<file path="config.mk">
export PLATFORM = sky130hd
export DESIGN_NAME = game_sequencer
export DESIGN_NICKNAME = d
export VERILOG_FILES = /design/src/rtl/game_sequencer.sv
export SDC_FILE = /design/constraint.sdc
export NUM_CORES = 1
export LEC_CHECK = 0
export ABC_AREA = 1
export BUFFER_PORTS_ARGS = -buffer_cell sky130_fd_sc_hd__buf_2
export CORE_UTILIZATION = 30
export DETAILED_ROUTE_END_ITERATION = 8
export PLACE_DENSITY_LB_ADDON = 0.1
export SYNTH_ARGS = -nofsm -noshare
export SYNTH_HDL_FRONTEND = slang
export SYNTH_SLANG_ARGS = --single-unit
</file>
<file path="constraint.sdc">
create_clock -name Clk100M -period 4.2 [get_ports Clk100M]
set_input_delay 0.63 -clock Clk100M [delete_from_list [all_inputs] [get_ports Clk100M]]
set_output_delay 0.63 -clock Clk100M [all_outputs]
set_load 0.005 [all_outputs]
</file>
<file path="src/rtl/game_sequencer.sv">
// -----------------------------------------------------------------------------
// GameSequencer
//
// Purpose:
//   Top-level flow controller for the counting game. A single FSM walks the
//   player through prelim -> game -> answer -> post periods, counts the user's
//   up/down presses, compares the final count against the number of magic
//   symbols the generator showed, and then advances the level, costs a life,
//   declares a win or ends the game. Period lengths, pass tolerance, number of
//   lives and number of levels are all parameters.
//
// Ports:
//   Clk100M     in   1        system clock
//   reset       in   1        asynchronous, active-high reset
//   tick1Hz     in   1        one-cycle pulse per second
//   start       in   1        one-cycle pulse, begin/restart a game
//   userUp      in   1        one-cycle press blip, count up
//   userDown    in   1        one-cycle press blip, count down
//   magicCount  in   COUNT_W  magic-symbol count reported by the generator
//   phase       out  4        one-hot {post,answer,game,pre}, 0 outside periods
//   secsLeft    out  8        seconds remaining in the current period
//   startGen    out  1        one-cycle pulse on the first GAME cycle
//   stopGen     out  1        one-cycle pulse on the first ANSWER cycle
//   userCount   out  COUNT_W  user's running count
//   curLevel    out  LEVEL_W  current level, 0-based
//   livesLeft   out  4        remaining lives
//   symGenMax   out  32       symbol generator period for the current level
//   win         out  1        high while in the WIN state
//   gameOver    out  1        high while in the OVER state
// -----------------------------------------------------------------------------
module game_sequencer #(
  parameter int          NUM_LEVELS  = 10,
  parameter int          LEVEL_W     = 4,
  parameter int          COUNT_W     = 8,
  parameter int          PRE_SECS    = 3,
  parameter int          GAME_SECS   = 10,
  parameter int          ANSWER_SECS = 5,
  parameter int          POST_SECS   = 3,
  parameter int          LIVES       = 3,
  parameter int          TOLERANCE   = 0,
  parameter logic [31:0] BASE_MAX    = 32'd100000000,
  parameter logic [31:0] MAX_STEP    = 32'd10000000,
  parameter logic [31:0] MIN_MAX     = 32'd20000000
) (
  input  logic               Clk100M,
  input  logic               reset,
  input  logic               tick1Hz,
  input  logic               start,
  input  logic               userUp,
  input  logic               userDown,
  input  logic [COUNT_W-1:0] magicCount,
  output logic [3:0]         phase,
  output logic [7:0]         secsLeft,
  output logic               startGen,
  output logic               stopGen,
  output logic [COUNT_W-1:0] userCount,
  output logic [LEVEL_W-1:0] curLevel,
  output logic [3:0]         livesLeft,
  output logic [31:0]        symGenMax,
  output logic               win,
  output logic               gameOver
);

  // FSM encoding
  localparam logic [2:0] IDLE   = 3'd0;
  localparam logic [2:0] PRE    = 3'd1;
  localparam logic [2:0] GAME   = 3'd2;
  localparam logic [2:0] ANSWER = 3'd3;
  localparam logic [2:0] POST   = 3'd4;
  localparam logic [2:0] JUDGE  = 3'd5;
  localparam logic [2:0] WIN    = 3'd6;
  localparam logic [2:0] OVER   = 3'd7;

  localparam logic [7:0]         PRE_LOAD    = 8'(PRE_SECS);
  localparam logic [7:0]         GAME_LOAD   = 8'(GAME_SECS);
  localparam logic [7:0]         ANSWER_LOAD = 8'(ANSWER_SECS);
  localparam logic [7:0]         POST_LOAD   = 8'(POST_SECS);
  localparam logic [3:0]         LIVES_LOAD  = 4'(LIVES);
  localparam logic [LEVEL_W-1:0] LAST_LEVEL  = LEVEL_W'(NUM_LEVELS - 1);
  localparam logic [COUNT_W-1:0] COUNT_MAX   = {COUNT_W{1'b1}};
  localparam logic [COUNT_W:0]   TOL_VALUE   = (COUNT_W + 1)'(TOLERANCE);

  // Below this value one more step would cross the floor; computed one bit
  // wider so that a large MIN_MAX + MAX_STEP cannot wrap.
  localparam logic [32:0] FLOOR_LIMIT = {1'b0, MIN_MAX} + {1'b0, MAX_STEP};

  logic [2:0]         state;
  logic [2:0]         nextState;
  logic               entryCycle;
  logic               periodTick;
  logic               periodDone;
  logic               timedState;
  logic               passed;
  logic               lastLevel;
  logic               leaveAnswer;
  logic               enterGame;
  logic [COUNT_W-1:0] countNext;
  logic [COUNT_W-1:0] magicLatched;
  logic [COUNT_W:0]   diff;
  logic [COUNT_W:0]   diffNext;
  logic [31:0]        steppedMax;

  // Seconds to load into secsLeft when entering a given state. Untimed states
  // load 0 so secsLeft reads 0 outside the four periods.
  function automatic logic [7:0] loadSecs(input logic [2:0] s);
    case (s)
      PRE:     loadSecs = PRE_LOAD;
      GAME:    loadSecs = GAME_LOAD;
      ANSWER:  loadSecs = ANSWER_LOAD;
      POST:    loadSecs = POST_LOAD;
      default: loadSecs = 8'd0;
    endcase
  endfunction

  // Phase indicator is a pure decode of the state, so reset clears it at once.
  always_comb begin
    phase = 4'b0000;
    case (state)
      PRE:     phase = 4'b0001;
      GAME:    phase = 4'b0010;
      ANSWER:  phase = 4'b0100;
      POST:    phase = 4'b1000;
      default: phase = 4'b0000;
    endcase
  end

  assign timedState = (phase != 4'b0000);
  assign win        = (state == WIN);
  assign gameOver   = (state == OVER);

  // A tick landing in the first cycle of a period is dropped so that every
  // period lasts a full *_SECS ticks counted from after entry. The tick that
  // arrives while secsLeft is 1 ends the period instead of showing 0.
  assign periodTick = tick1Hz && !entryCycle && timedState;
  assign periodDone = periodTick && (secsLeft == 8'd1);

  assign passed    = (diff <= TOL_VALUE);
  assign lastLevel = (curLevel == LAST_LEVEL);

  // Next-state logic. start is honoured only from the resting states.
  always_comb begin
    nextState = state;
    case (state)
      IDLE, WIN, OVER: if (start) nextState = PRE;
      PRE:             if (periodDone) nextState = GAME;
      GAME:            if (periodDone) nextState = ANSWER;
      ANSWER:          if (periodDone) nextState = POST;
      POST:            if (periodDone) nextState = JUDGE;
      JUDGE: begin
        if (passed)
          nextState = lastLevel ? WIN : PRE;
        else
          nextState = (livesLeft <= 4'd1) ? OVER : PRE;
      end
      default:         nextState = IDLE;
    endcase
  end

  assign enterGame   = (state == PRE) && (nextState == GAME);
  assign leaveAnswer = (state == ANSWER) && (nextState == POST);

  // Saturating user counter. Simultaneous up and down cancel out. Presses are
  // only accepted during GAME and ANSWER; the count is cleared on GAME entry
  // and otherwise stays visible for the player to read.
  always_comb begin
    countNext = userCount;
    if (enterGame) begin
      countNext = '0;
    end else if ((state == GAME) || (state == ANSWER)) begin
      if (userUp && !userDown && (userCount != COUNT_MAX))
        countNext = userCount + COUNT_W'(1);
      else if (userDown && !userUp && (userCount != '0))
        countNext = userCount - COUNT_W'(1);
    end
  end

  // Absolute error, one bit wider than the counts. Uses the count as it will
  // be after this cycle so a press in the final ANSWER cycle is not lost.
  always_comb begin
    if (countNext >= magicLatched)
      diffNext = {1'b0, countNext} - {1'b0, magicLatched};
    else
      diffNext = {1'b0, magicLatched} - {1'b0, countNext};
  end

  // Next generator period: step down but clamp at the floor, comparing first
  // so the subtraction can never wrap.
  assign steppedMax = ({1'b0, symGenMax} >= FLOOR_LIMIT) ? (symGenMax - MAX_STEP) : MIN_MAX;

  // State register, period countdown and the generator start/stop pulses.
  always_ff @(posedge Clk100M or posedge reset) begin
    if (reset) begin
      state      <= IDLE;
      entryCycle <= 1'b0;
      secsLeft   <= 8'd0;
      startGen   <= 1'b0;
      stopGen    <= 1'b0;
    end else begin
      state      <= nextState;
      entryCycle <= (nextState != state);
      startGen   <= enterGame;
      stopGen    <= (state == GAME) && (nextState == ANSWER);
      if (nextState != state)
        secsLeft <= loadSecs(nextState);
      else if (periodTick)
        secsLeft <= secsLeft - 8'd1;
    end
  end

  // User count register.
  always_ff @(posedge Clk100M or posedge reset) begin
    if (reset)
      userCount <= '0;
    else
      userCount <= countNext;
  end

  // The generator's count is captured while stopGen is high, i.e. in the
  // first ANSWER cycle once the generator has been told to stop. The error is
  // registered as ANSWER closes and judged after POST.
  always_ff @(posedge Clk100M or posedge reset) begin
    if (reset) begin
      magicLatched <= '0;
      diff         <= '0;
    end else begin
      if (stopGen)
        magicLatched <= magicCount;
      if (leaveAnswer)
        diff <= diffNext;
    end
  end

  // Level, lives and generator speed. Restarting from WIN/OVER rewinds the
  // campaign; JUDGE applies the outcome of the round just played. Winning the
  // last level leaves level and speed where they were.
  always_ff @(posedge Clk100M or posedge reset) begin
    if (reset) begin
      curLevel  <= '0;
      livesLeft <= LIVES_LOAD;
      symGenMax <= BASE_MAX;
    end else if (((state == WIN) || (state == OVER)) && start) begin
      curLevel  <= '0;
      livesLeft <= LIVES_LOAD;
      symGenMax <= BASE_MAX;
    end else if (state == JUDGE) begin
      if (passed) begin
        if (!lastLevel) begin
          curLevel  <= curLevel + LEVEL_W'(1);
          symGenMax <= steppedMax;
        end
      end else if (livesLeft <= 4'd1) begin
        livesLeft <= 4'd0;
      end else begin
        livesLeft <= livesLeft - 4'd1;
      end
    end
  end

endmodule

</file>
==> reports/qor.yml <==
totalWireLength_mm: 13.9
synth_seq_cells: 72
fmaxAchievable_mhz: 260
grt_pass1_vias: 4391
grt_max_degree: 39
hold_class: "input pin to async pin"
finalCriticalPeriod_ns: 3.84
yosysMostFrequentCell: "nand2_1"
critical-path-top-delay-family: "simple AND/OR/NAND/NOR gates"
routed_via_density: 4.73
cts_hold_buf: 0
clockBufferDepth: 2
grt_pass1_wl_mm: 23.0
synth_top_cell_by_area: "dfrtp_1"
synth_top_area_share_pct: 28.9
cellLeakagePower_nw: 2.99
num_antenna_cells: 0
finalNetCount: 797
io_pins: 78
vias: 4614
htreeDepth: 3
crit_path_end_kind: "flop"
hold_slack_ns: 0.425
rsz0062_at_grt: "false"
worst_pin_slew_ns: 0.788
rr_startpoint: "userCount[1]"
post-route-drc-count: 0
gp_congestion: 0.837
maxSlewHeadroom_pct: 47.4
final-hold-violation-count: 0
crit_top_cell: "nand2_1"
p_per_area_mw_per_mm2: 827
peakVddDrop_uv: 289
grt_usage_pct: 16.8
fin_crit_sh_pct: 91.4
fillerInstances: 1780
critPathKind: "flop to flop"
rows: 46
path_buf_inv: 2
die_h_um: 131
coreArea_mm2: 0.0161
yosysWarnings: 0
initial_core_util_pct: 31.2
critical-path-max-stage-delay_ns: 0.40
finalSetupViolations: 0
synth_seq_area_share_pct: 36.2
die_area_mm2: 0.0173
place_hpwl_mm: 10.6
drv_slew: 0
grt_overflow: 0
die_width_um: 131
cp.required_ns: 4.48
area_growth_pct: 17.8
start_kind: "flop"
worstPathMaxFanout: 11
drt-pass1-iter-count: 8
synth.distinct_cells: 50
antenna_found_initial: 0
drive_gt1_share_pct: 18.0
synth_enable_flop_cells: 0
reg2reg_slack_ns: 0.36
multiInputGateArea_mm2: 0.00279
path_clk_slew_ns: 0.06
synth_ff_type: "dfrtp_1"
numCtsBuffers: 9
syn_inst: 678
maxCapViolCount: 0
worst_r2r_path_depth: 20
postSynthAreaPerCell_um2: 7.42
seqCellArea_mm2: 0.00182
syn-cell-area_mm2: 0.00503
synth_area_leaders: "dfrtp_1 29%, nand2_1 10%, dfstp_2 7.3%"
portBuffers: 70
tns_ns: 0
finalClockSkew_ns: 0.00916
r2r_end: "diff[2]"
cts_num_sinks: 72
synthTopCellsByCount: "140 x nand2_1, 88 x inv_1, 74 x nor2_1, 58 x dfrtp_1, 57 x nand3_1"
async_flop_share_pct: 100
outcome: "finished, final reports clean"
drtIter0Drc: 286
cp_slowest_cell: "dfrtp_1"
cp.arrival_ns: 4.12
clockRootBuffer: "clkbuf_16"
insertion_delay_ns: 0.35
cts_tree: "built"
ant_nets: 0
wl_per_cell_um: 14.2
cp_cell_sequence: "ha_1 > nand2_1 > nor3_1 > nand3_1 > nand2_2 > inv_1 > o31ai_1 > nand2_1 > xor2_1 > nor2_1 > inv_1 > ha_1 > nand2_1 > nor2_1 > a21oi_1 > nand2_2 > o21ai_0 > xor2_1 > nand2_1 > nand2_1"
==> cell families (layout without fill, tap and decap cells) <==
group | Yosys count | in the layout | synth area share, %
and+or+nand+nor | 319 | 319 | 28.7
AOI/OAI and AO/OA | 115 | 115 | 12.9
buffers and inverters | 109 | 185 | 8.88
DFF | 72 | 72 | 36.2
xor gates and xnor gates | 31 | 31 | 5.40
adders and majority gates | 28 | 28 | 7.27
muxes | 3 | 3 | 0.672
other | 1 | 7 | 0.0746
==> metal layers <==
layer	share of wire (%)	wire, um	global-route usage [%]
met4	1.2	171	4.39
met1	50	6990	23.0
met2	44	6090	26.0
met5	0	0	0
met3	4.6	641	4.32
==> final cells by class <==
class / instances / area share, %
multi-input cells: 503 / 47.1
flip-flops and latches: 72 / 30.7
repair buffers: 76 / 6.67
inverters: 93 / 5.89
well taps: 216 / 4.56
clock buffers: 11 / 4.10
clock inverters: 5 / 0.971
==> where the power goes <==
part	switching (mW)	internal (mW)	leakage [nW]
clock network	0.320	0.476	0.138
logic	1.70	1.09	1.98
registers	0.320	0.994	0.871
total	2.34	2.56	2.99
==> registers in the layout (all words and copies together), names as in the netlist <==
signal and flops:
secsLeft 8, startGen 1, state 3, userCount 8, magicLatched 8, curLevel 4, entryCycle 1, symGenMax 25
livesLeft 4, diff 9, stopGen 1
==> layout by cell type (no fill, tap or decap), types with 3 or more instances in the layout <==
master	netlist	layout
nor2_2	3	4
conb_1	1	7
dfrtp_1	58	58
nand4_1	8	8
nor2_1	74	73
inv_1	88	87
clkbuf_16	0	9
o21ai_1	3	3
nand2_1	140	139
mux2_2	3	3
xnor2_1	11	11
o211ai_1	4	4
buf_4	7	6
o21bai_1	4	4
o21ai_0	56	56
o22ai_1	5	5
nand2_2	5	6
inv_2	4	5
nor3_1	14	14
nor4_1	4	4
buf_2	3	70
clkinvlp_4	0	3
dfstp_2	14	14
xor2_1	20	20
nand3_1	57	57
a21oi_1	28	28
ha_1	26	26
==> stage by stage <==
stage / setup slack [ns] / util, % / instance area [um^2] / std cells / power, mW
6_report: 0.361 / 36.8 / 5920 / 976 / 4.90
5_1_grt: 0.00359 / 36.8 / 5920 / 976 / 5.38
4_1_cts: 0.301 / 36.7 / 5920 / 976 / 4.94
3_5_place_dp: 0.304 / 34.9 / 5620 / 960 / 4.09
3_3_place_gp: 0.470 / 34.9 / 5620 / 960 / 4.13
2_1_floorplan: 0.730 / - / 5050 / 684 / 3.27
==> how the worst max path moves through the flow <==
stage,from,endpoint,slack [ns],cells after the start
2_1_floorplan,userCount[1],diff[6],0.73,21
3_5_place_dp,userCount[1],diff[6],0.30,22
5_1_grt,userCount[1],diff[2],0.004,20
3_3_place_gp,userCount[0],diff[6],0.47,21
4_1_cts,userCount[1],diff[6],0.30,22
6_report,userCount[1],diff[2],0.36,20
==> timing repair <==
item	in CTS	in global routing
resized for setup	0	2
buffers inserted	0	0
endpoints found under the hold margin	0	0
setup endpoints to repair	0	7
(Power assumes the default switching activity.)
